### config.mk
export PLATFORM = sky130hd
export DESIGN_NAME = mbus_dvma_master_flat
export DESIGN_NICKNAME = d
export VERILOG_FILES = /design/src/rtl/mbus_pkg.sv /design/src/rtl/mbus_dvma_master_if.sv /design/src/rtl/sync2.sv /design/src/rtl/mbus_dvma_master.sv /design/src/flat_wrapper.sv
export SDC_FILE = /design/constraint.sdc
export NUM_CORES = 1
export LEC_CHECK = 0
export ABC_CLOCK_PERIOD_IN_PS = 2100
export CAP_MARGIN = 30
export CORE_AREA = 2 2 94 96
export CTS_BUF_LIST = sky130_fd_sc_hd__clkbuf_8
export DETAILED_ROUTE_END_ITERATION = 12
export DIE_AREA = 0 0 96 98
export GPL_TIMING_DRIVEN = 0
export HOLD_SLACK_MARGIN = 0.06
export PLACE_DENSITY = 0.78
export SLEW_MARGIN = 10
export SYNTH_ARGS = -nofsm -noshare
export SYNTH_HDL_FRONTEND = slang
export SYNTH_SLANG_ARGS = --single-unit
### constraint.sdc
create_clock -name clk -period 2.1 [get_ports clk]
set_input_delay 0.525 -clock clk [delete_from_list [all_inputs] [get_ports clk]]
set_output_delay 0.525 -clock clk [all_outputs]
set_load 0.02 [all_outputs]
### src/rtl/mbus_pkg.sv
// Shared types for the Multibus DVMA master: FSM state encoding, completion codes,
// and the write-data lane helper.
package mbus_pkg;

  typedef enum logic [2:0] {
    ST_IDLE   = 3'd0,
    ST_SETUP  = 3'd1,
    ST_STROBE = 3'd2,
    ST_HOLD   = 3'd3,
    ST_RESP   = 3'd4
  } state_t;

  typedef enum logic [1:0] {
    ERR_OK       = 2'd0,
    ERR_TIMEOUT  = 2'd1,
    ERR_MISALIGN = 2'd2
  } err_t;

  localparam int CNT_W = 16;

  // Byte transfers always travel on D7-0, so the byte is mirrored onto both lanes.
  function automatic logic [15:0] lane_wdata(input logic word, input logic [15:0] wdata);
    return word ? wdata : {wdata[7:0], wdata[7:0]};
  endfunction

endpackage

### src/rtl/mbus_dvma_master_if.sv
// Command/response handshake plus Multibus P1 pins of the DVMA master.
interface mbus_dvma_master_if;
  logic        req_valid;
  logic        req_ready;
  logic        req_write;
  logic        req_word;
  logic [19:0] req_addr;
  logic [15:0] req_wdata;
  logic        rsp_valid;
  logic [15:0] rsp_rdata;
  logic [1:0]  rsp_err;
  logic [19:0] p1_adr;
  logic        p1_bhen_n;
  logic        p1_mrdc_n;
  logic        p1_mrwc_n;
  logic [15:0] p1_dat_out;
  logic        p1_dat_oe;
  logic [15:0] p1_dat_in;
  logic        p1_xack_n;

  modport master (
    input  req_valid, req_write, req_word, req_addr, req_wdata,
    output req_ready,
    output rsp_valid, rsp_rdata, rsp_err,
    output p1_adr, p1_bhen_n, p1_mrdc_n, p1_mrwc_n, p1_dat_out, p1_dat_oe,
    input  p1_dat_in, p1_xack_n
  );

  modport slave (
    output req_valid, req_write, req_word, req_addr, req_wdata,
    input  req_ready,
    input  rsp_valid, rsp_rdata, rsp_err,
    input  p1_adr, p1_bhen_n, p1_mrdc_n, p1_mrwc_n, p1_dat_out, p1_dat_oe,
    output p1_dat_in, p1_xack_n
  );
endinterface

### src/rtl/sync2.sv
// Two-flop synchronizer for a single asynchronous bit; reset value is a parameter.
module sync2 #(
  parameter logic RST_VAL = 1'b1
) (
  input  logic clk,
  input  logic reset,
  input  logic d,
  output logic q
);

  logic meta;

  always_ff @(posedge clk) begin
    if (reset) begin
      meta <= RST_VAL;
      q    <= RST_VAL;
    end else begin
      meta <= d;
      q    <= meta;
    end
  end

endmodule

### src/rtl/mbus_dvma_master.sv
// Multibus DVMA master: runs one memory read/write cycle per accepted command
// with programmable setup/hold and an XACK timeout.
//
// state  | meaning
// IDLE   | ready for a command
// SETUP  | address/data driven, waiting T_SETUP clocks before the strobe
// STROBE | MRDC#/MRWC# low, waiting for synchronized XACK# or timeout
// HOLD   | strobe released, holding address/data, waiting for XACK# high
// RESP   | one-clock completion pulse
module mbus_dvma_master
  import mbus_pkg::*;
#(
  parameter int T_SETUP   = 2,
  parameter int T_HOLD    = 1,
  parameter int T_TIMEOUT = 255
) (
  input  logic                clk,
  input  logic                reset,
  mbus_dvma_master_if.master  bus
);

  state_t           state, state_nxt;
  logic [CNT_W-1:0] cnt;
  logic             wr_q;
  logic             word_q;
  logic             xack_s;
  logic             accept;
  logic             misalign;
  logic             cnt_zero;

  sync2 #(.RST_VAL(1'b1)) u_xack_sync (
    .clk   (clk),
    .reset (reset),
    .d     (bus.p1_xack_n),
    .q     (xack_s)
  );

  always_comb begin
    state_nxt     = state;
    accept        = 1'b0;
    bus.req_ready = 1'b0;
    bus.rsp_valid = 1'b0;
    misalign      = bus.req_word & bus.req_addr[0];
    cnt_zero      = (cnt == '0);
    case (state)
      ST_IDLE: begin
        bus.req_ready = !reset;
        if (bus.req_valid && !reset) begin
          accept    = 1'b1;
          state_nxt = misalign ? ST_RESP : ST_SETUP;
        end
      end
      ST_SETUP: begin
        if (cnt_zero) state_nxt = ST_STROBE;
      end
      ST_STROBE: begin
        if (!xack_s || cnt_zero) state_nxt = ST_HOLD;
      end
      ST_HOLD: begin
        // the slave must drop XACK# before we complete, so cycles never overlap
        if (cnt_zero && xack_s) state_nxt = ST_RESP;
      end
      ST_RESP: begin
        bus.rsp_valid = !reset;
        state_nxt     = ST_IDLE;
      end
      default: state_nxt = ST_IDLE;
    endcase
  end

  always_ff @(posedge clk) begin
    if (reset) state <= ST_IDLE;
    else       state <= state_nxt;
  end

  always_ff @(posedge clk) begin
    if (reset) begin
      cnt            <= '0;
      wr_q           <= 1'b0;
      word_q         <= 1'b0;
      bus.p1_adr     <= '0;
      bus.p1_bhen_n  <= 1'b1;
      bus.p1_dat_out <= '0;
      bus.p1_dat_oe  <= 1'b0;
      bus.p1_mrdc_n  <= 1'b1;
      bus.p1_mrwc_n  <= 1'b1;
      bus.rsp_rdata  <= '0;
      bus.rsp_err    <= ERR_OK;
    end else begin
      // strobes are registered from the next state so they never glitch
      bus.p1_mrdc_n <= !((state_nxt == ST_STROBE) && !wr_q);
      bus.p1_mrwc_n <= !((state_nxt == ST_STROBE) &&  wr_q);
      case (state)
        ST_IDLE: begin
          if (accept) begin
            bus.rsp_rdata <= '0;
            if (misalign) begin
              bus.rsp_err <= ERR_MISALIGN;
            end else begin
              bus.rsp_err    <= ERR_OK;
              wr_q           <= bus.req_write;
              word_q         <= bus.req_word;
              bus.p1_adr     <= bus.req_addr;
              bus.p1_bhen_n  <= ~bus.req_word;
              bus.p1_dat_out <= bus.req_write ? lane_wdata(bus.req_word, bus.req_wdata) : '0;
              bus.p1_dat_oe  <= bus.req_write;
              cnt            <= CNT_W'(T_SETUP - 1);
            end
          end
        end
        ST_SETUP: begin
          cnt <= cnt_zero ? CNT_W'(T_TIMEOUT - 1) : cnt - CNT_W'(1);
        end
        ST_STROBE: begin
          if (state_nxt == ST_HOLD) begin
            cnt <= CNT_W'(T_HOLD - 1);
            if (!xack_s) begin
              bus.rsp_err <= ERR_OK;
              if (wr_q)        bus.rsp_rdata <= '0;
              else if (word_q) bus.rsp_rdata <= bus.p1_dat_in;
              else             bus.rsp_rdata <= {8'h00, bus.p1_dat_in[7:0]};
            end else begin
              bus.rsp_err   <= ERR_TIMEOUT;
              bus.rsp_rdata <= '0;
            end
          end else begin
            cnt <= cnt - CNT_W'(1);
          end
        end
        ST_HOLD: begin
          if (!cnt_zero) cnt <= cnt - CNT_W'(1);
          if (state_nxt == ST_RESP) bus.p1_dat_oe <= 1'b0;
        end
        default: ;
      endcase
    end
  end

endmodule

### src/flat_wrapper.sv
// flat-port wrapper written by rule: the top's interface ports become plain ports
module mbus_dvma_master_flat import mbus_pkg::*;
#(
  parameter int T_SETUP   = 2,
  parameter int T_HOLD    = 1,
  parameter int T_TIMEOUT = 255
)
  (clk, reset, bus_req_valid, bus_req_write, bus_req_word, bus_req_addr, bus_req_wdata, bus_req_ready, bus_rsp_valid, bus_rsp_rdata, bus_rsp_err, bus_p1_adr, bus_p1_bhen_n, bus_p1_mrdc_n, bus_p1_mrwc_n, bus_p1_dat_out, bus_p1_dat_oe, bus_p1_dat_in, bus_p1_xack_n);
  mbus_dvma_master_if bus_i ();
  input  logic clk;
  input  logic reset;
  input wire logic [$bits(bus_i.req_valid)-1:0] bus_req_valid;
  input wire logic [$bits(bus_i.req_write)-1:0] bus_req_write;
  input wire logic [$bits(bus_i.req_word)-1:0] bus_req_word;
  input wire logic [$bits(bus_i.req_addr)-1:0] bus_req_addr;
  input wire logic [$bits(bus_i.req_wdata)-1:0] bus_req_wdata;
  output wire logic [$bits(bus_i.req_ready)-1:0] bus_req_ready;
  output wire logic [$bits(bus_i.rsp_valid)-1:0] bus_rsp_valid;
  output wire logic [$bits(bus_i.rsp_rdata)-1:0] bus_rsp_rdata;
  output wire logic [$bits(bus_i.rsp_err)-1:0] bus_rsp_err;
  output wire logic [$bits(bus_i.p1_adr)-1:0] bus_p1_adr;
  output wire logic [$bits(bus_i.p1_bhen_n)-1:0] bus_p1_bhen_n;
  output wire logic [$bits(bus_i.p1_mrdc_n)-1:0] bus_p1_mrdc_n;
  output wire logic [$bits(bus_i.p1_mrwc_n)-1:0] bus_p1_mrwc_n;
  output wire logic [$bits(bus_i.p1_dat_out)-1:0] bus_p1_dat_out;
  output wire logic [$bits(bus_i.p1_dat_oe)-1:0] bus_p1_dat_oe;
  input wire logic [$bits(bus_i.p1_dat_in)-1:0] bus_p1_dat_in;
  input wire logic [$bits(bus_i.p1_xack_n)-1:0] bus_p1_xack_n;
  assign bus_i.req_valid = bus_req_valid;
  assign bus_i.req_write = bus_req_write;
  assign bus_i.req_word = bus_req_word;
  assign bus_i.req_addr = bus_req_addr;
  assign bus_i.req_wdata = bus_req_wdata;
  assign bus_req_ready = bus_i.req_ready;
  assign bus_rsp_valid = bus_i.rsp_valid;
  assign bus_rsp_rdata = bus_i.rsp_rdata;
  assign bus_rsp_err = bus_i.rsp_err;
  assign bus_p1_adr = bus_i.p1_adr;
  assign bus_p1_bhen_n = bus_i.p1_bhen_n;
  assign bus_p1_mrdc_n = bus_i.p1_mrdc_n;
  assign bus_p1_mrwc_n = bus_i.p1_mrwc_n;
  assign bus_p1_dat_out = bus_i.p1_dat_out;
  assign bus_p1_dat_oe = bus_i.p1_dat_oe;
  assign bus_i.p1_dat_in = bus_p1_dat_in;
  assign bus_i.p1_xack_n = bus_p1_xack_n;
  mbus_dvma_master #(.T_SETUP(T_SETUP), .T_HOLD(T_HOLD), .T_TIMEOUT(T_TIMEOUT)) u_core (.clk(clk), .reset(reset), .bus(bus_i));
endmodule
Yosys cells after proc, flatten, opt, wreduce, memory -nomap -nowiden
Index checks and enable logic that the tools add are counted.
{ "word_totals": {"register_bits": 81, "inputBits": 58, "out_inout_bits": 60, "elab_cells": 82} }
{ "classes": {"n_eq_ne": 12, "addsub": 1, "mux": 33, "n_reduce_logical": 19, "bitwise_logic": 3} }
{ "ops": {"columns": ["cell", "count"], "rows": [
  ["two-way mux 16 bit", 12],
  ["one-hot mux 16 bit (4 select lines)", 1],
  ["one-hot mux 16 bit (2 select lines)", 1],
  ["zero test 16 bit", 1],
  ["subtractor 16 x 1 -> 16 bit, second input constant", 1],
  ["two-way mux 3 bit", 5],
  ["== test 3 x 2 -> 1 bit, second input constant", 4],
  ["one-hot mux 3 bit (4 select lines)", 1],
  ["two-way mux 1 bit", 8],
  ["AND reduction 4 bit", 2],
  ["== test 3 bit, second input constant", 2],
  ["two-way mux 2 bit", 3],
  ["inequality test 2 x 1 -> 1 bit, second input constant", 3],
  ["AND reduction 3 bit", 2],
  ["zero test 1 bit", 5],
  ["logical AND 1 bit", 4],
  ["inequality test 2 bit, second input constant", 2],
  ["one-hot mux 2 bit (2 select lines)", 1],
  ["nonzero test 2 bit", 2],
  ["nonzero test 4 bit", 1],
  ["== test 3 x 1 -> 1 bit, second input constant", 1],
  ["zero test 3 bit", 1],
  ["inverter 1 bit", 2],
  ["one-hot mux 1 bit (2 select lines)", 1],
  ["other kinds (2)", 2]
]} }

Longest topological paths before layout
{ "depth": {"ltp_word": 7, "ltp_mapped": 9, "mapped_depth_nobuf": 7} }

Cells and area by module
A second synthesis with hierarchy kept.
{ "unflattened": {"hier_cells": 383, "area_unflattened_um2": 3363.2} }
{ "modules_own_cells": {"columns": ["module", "n_inst", "cells_each", "seq_area_each_um2", "area_per_inst_um2"], "rows": [
  ["mbus_dvma_master", 1, 379, 1581.5, 3310.7],
  ["sync2", 1, 4, 40.0, 52.6]
]} }

Least setup slack after synthesis
OpenSTA, ideal clock, no wires.
{ "synth_path": {"path_type": "reg2reg", "startpoint": "reg u_core.cnt[0]", "endpoint": "reg u_core.cnt[0]", "period_less_slack_ns": 2.211, "path_stages_with_launch": 10, "t_arrival_ns": 2.120, "setup_ns": 0.091, "t_required_ns": 2.009, "slack_ns": -0.111, "path_cell_list": "dfxtp_1 inv_1 ha_1 nor2b_1 and4_1 buf_2 a21boi_1 buf_2 nand2_1 a311oi_1"} }
{ "synth_via": {"elab_chain_len": 7, "word_cells_on_any_way": 15, "cone_classes": "1 x add/sub; 2 x eq/ne; 8 x mux; 4 x reduce/logical"} }
{ "synth_rtl": {"columns": ["item", "line_no", "rtl"], "rows": [
  ["start: declaration", "mbus_dvma_master.sv:23", "logic [CNT_W-1:0] cnt;"],
  ["start signal: assignment", "mbus_dvma_master.sv:107", "cnt <= CNT_W'(T_SETUP - 1);"],
  ["start signal: assignment", "mbus_dvma_master.sv:112", "cnt <= cnt_zero ? CNT_W'(T_TIMEOUT - 1) : cnt - CNT_W'(1);"],
  ["start signal: assignment", "mbus_dvma_master.sv:116", "cnt <= CNT_W'(T_HOLD - 1);"],
  ["zero test 16 bit", "mbus_dvma_master.sv:44", "cnt_zero = (cnt == '0);"],
  ["logical AND 1 bit or logical OR 1 bit (tied branches)", "mbus_dvma_master.sv:61, mbus_dvma_master.sv:57", null],
  ["two-way mux 3 bit, on equally long branches", "mbus_dvma_master.sv:61, mbus_dvma_master.sv:57", null],
  ["one-hot mux 3 bit (4 select lines)", "mbus_dvma_master.sv:45", "case (state)"],
  ["== test 3 x 2 -> 1 bit", "mbus_dvma_master.sv:115", "if (state_nxt == ST_HOLD) begin"],
  ["two-way mux 16 bit", "mbus_dvma_master.sv:115", null],
  ["one-hot mux 16 bit (4 select lines)", "mbus_dvma_master.sv:93", "case (state)"]
]} }
Several ways; a longest one is shown, not always the timed one. The select of a mux whose other input is x is not followed.
A chain may end at the register's enable or synchronous reset.

Final worst setup path
{ "layout_path": {"startpoint": "reg u_core.cnt[2]", "endpoint": "reg u_core.cnt[9]"} }
The elaborated chain is that of the path after synthesis.

==> impl_metrics.env <==
export IMPL_hold_viol_final=0
export IMPL_cap_viol_max_count=0
export IMPL_syn_area_per_cell_um2=8.130
export IMPL_syn_to_final_growth_pct=51.31
export IMPL_critPathRequiredTime_ns=2.36
export IMPL_setup_viol=1
export IMPL_relSlewSlack_pct=60.65
export IMPL_finalCritPeriodShare_pct=100.8
export IMPL_grt_usage_pct=23.52
export IMPL_placementRows=34
export IMPL_fin_cells=685
export IMPL_tightest_slew_ns=0.5903
export IMPL_multiInputGateArea_mm2=0.001944
export IMPL_cts_buffer_depth=2
export IMPL_clockRootBuffer="clkbuf_8"
export IMPL_slew_violations=0
export IMPL_place_inst=658
export IMPL_critPathArrivalTime_ns=2.37
export IMPL_cts_hold_buf=0
export IMPL_p_total_uw=5779
export IMPL_gp_congestion=0.8660
export IMPL_syn_inst=434
export IMPL_crit_fanout=4
export IMPL_start_kind="register"
export IMPL_synth_nets=493
export IMPL_worst_setup_path_type="register to register"
export IMPL_setup_ws_ns=-0.01642
export IMPL_drc=0
export IMPL_layout_commonest_cell="clkdlybuf4s50_1"
export IMPL_fin_util_pct=63.07
export IMPL_cts_max_level=3
export IMPL_most_common_layout_cells="clkdlybuf4s50_1 (112), nand2_1 (88), dfxtp_1 (76)"
export IMPL_power_density_mw_per_mm2=1082
export IMPL_die_h_um=98
export IMPL_wl_per_cell_um=16.14
export IMPL_period_needed_ns=2.116
export IMPL_coreArea_mm2=0.008466
export IMPL_nNetsFinal=632
export IMPL_antenna_found_initial=0
export IMPL_peakVddDrop_uv=529.1
export IMPL_diodes=0
export IMPL_start_util_pct=41.68
export IMPL_status="finished with violations"
export IMPL_via_per_inst=5.613
export IMPL_grt_max_degree=14
export IMPL_clk_latency_ns=0.37
export IMPL_fin_skew_ns=0.01008
export IMPL_min_path_type="register to register"
export IMPL_die_x_um=96
export IMPL_ys_ff_latch=81
export IMPL_leakage_uw=0.001895
export IMPL_nFillCells=726
export IMPL_place_ws_ns=-1.100
export IMPL_cts_reportedPaths_clkPinSlew_ns=0.08
export IMPL_clock_sinks=81
export IMPL_ff_latch_area_mm2=0.001635
export IMPL_ys_flop_type="dfxtp_1"
export IMPL_dr_pass1_iters=5
export IMPL_place_hpwl_mm=7.606
export IMPL_grt_ovfl_total=0
export IMPL_syn_area_mm2=0.003528
export IMPL_die_area_mm2=0.009408
export IMPL_synthArstFlopShare_pct=0
export IMPL_cts_tree="built"
export IMPL_synth_edff_count=0
export IMPL_fin_setup_tns_ns=-0.01642
export IMPL_ys_types=46
export IMPL_antenna_left=0
export IMPL_clock_fmax_ghz=0.4725
export IMPL_vias=3845
export IMPL_cp_end_kind="register"
export IMPL_synth_warnings=0
export IMPL_wl_mm=11.06
export IMPL_grt_setup_unrepaired="true"
export IMPL_pin_count=118
export IMPL_port_buffer_count=116
export IMPL_cts_buffers=9
export IMPL_grt_pass1_vias=3787
export IMPL_grt_pass1_wl_mm=17.75
export IMPL_violations="setup timing"
export IMPL_layout_drive_gt1_share_pct=16.98
export IMPL_yosysSeqAreaShare_pct=45.96
export IMPL_drtIter0Drc=264
==> routing by layer <==
layer  vias up  track usage (%)  share of wire (%)
met4         0            7.582                2.6
met1      1824            28.23                 39
met5         -                0                  0
met2       146            38.41                 49
met3        30            8.951                9.0
li1       1845                -                  -
==> worst max-delay path: stages, from the launching register on <==
cell and delay (ns):
dfxtp_4 0.34, or3_4 0.38, or4_4 0.46, or4_4 0.43, and3_4 0.19, a211o_1 0.21
==> metrics by stage <==
step | hold slack [ns] | area [um2]
2_1_floorplan | 0.3895 | 3533
3_3_place_gp | 0.3946 | 4830
3_5_place_dp | 0.4057 | 4830
4_1_cts | 0.4254 | 5196
5_1_grt | 0.4385 | 5339
6_report | 0.4207 | 5339
==> power by group <==
group / switching, uW / total (uW) / leakage (uW) / internal, uW
registers: 185 / 1890 / 0.000660 / 1710
logic: 1620 / 2880 / 0.00115 / 1260
clock network: 590 / 1010 / 0.0000823 / 416
total: 2390 / 5780 / 0.00189 / 3380
==> cell type report <==
class	count	area share, %
well taps	108	2.531
repair buffers	131	23.74
multi-input cells	314	36.42
clock buffers	9	2.320
plain buffers	30	3.234
inverters	6	0.4218
flip-flops and latches	81	30.63
clock inverters	6	0.7031
==> timing repair <==
action                     4_1_cts  5_1_grt
setup endpoints to repair       81       79
gates resized for setup         61       35
buffers inserted                 6        8
pin swaps                        3        5
cloned                           0        1
==> cell usage after synthesis (all sizes together) (6+ instances only) <==
master,count,area [um2]
nand3,22,110.1
nor3,11,65.06
dfxtp,81,1622
mux2,8,90.09
o221ai,17,148.9
buf,8,35.03
nor2,17,63.81
a31oi,7,43.79
o21ai,9,45.04
inv,6,22.52
clkbuf,25,93.84
nand2,89,334.1
a21oi,65,329.1
==> path summary, 6_finish.rpt <==
path / slack (ns) / cells past startpoint / endpoint / startpoint
min: 0.42 / 1 / u_core.u_xack_sync.q / u_core.u_xack_sync.meta
max reg2reg: -0.02 / 5 / u_core.cnt[9] / u_core.cnt[2]
max: -0.02 / 5 / u_core.cnt[9] / u_core.cnt[2]
min reg2reg: 0.42 / 1 / u_core.u_xack_sync.q / u_core.u_xack_sync.meta
==> flip-flops by register name, summed over array words and instances (netlist names), 2 cells and up <==
signal                 cells
u_core.bus.p1_dat_out     16
u_core.cnt                16
u_core.state               3
u_core.bus.p1_adr         20
u_core.bus.rsp_err         2
u_core.bus.rsp_rdata      16
==> logic make-up (layout without fill, tap and decap cells) <==
family / count (synthesis) / after routing / synth area share (%)
buf+inv: 39 / 182 / 4.291
simple gates: 176 / 176 / 23.37
compound gates: 129 / 129 / 23.48
flops: 81 / 81 / 45.96
mux: 8 / 8 / 2.553
fa+ha+maj: 1 / 1 / 0.3546
(Power assumes the default switching activity.)
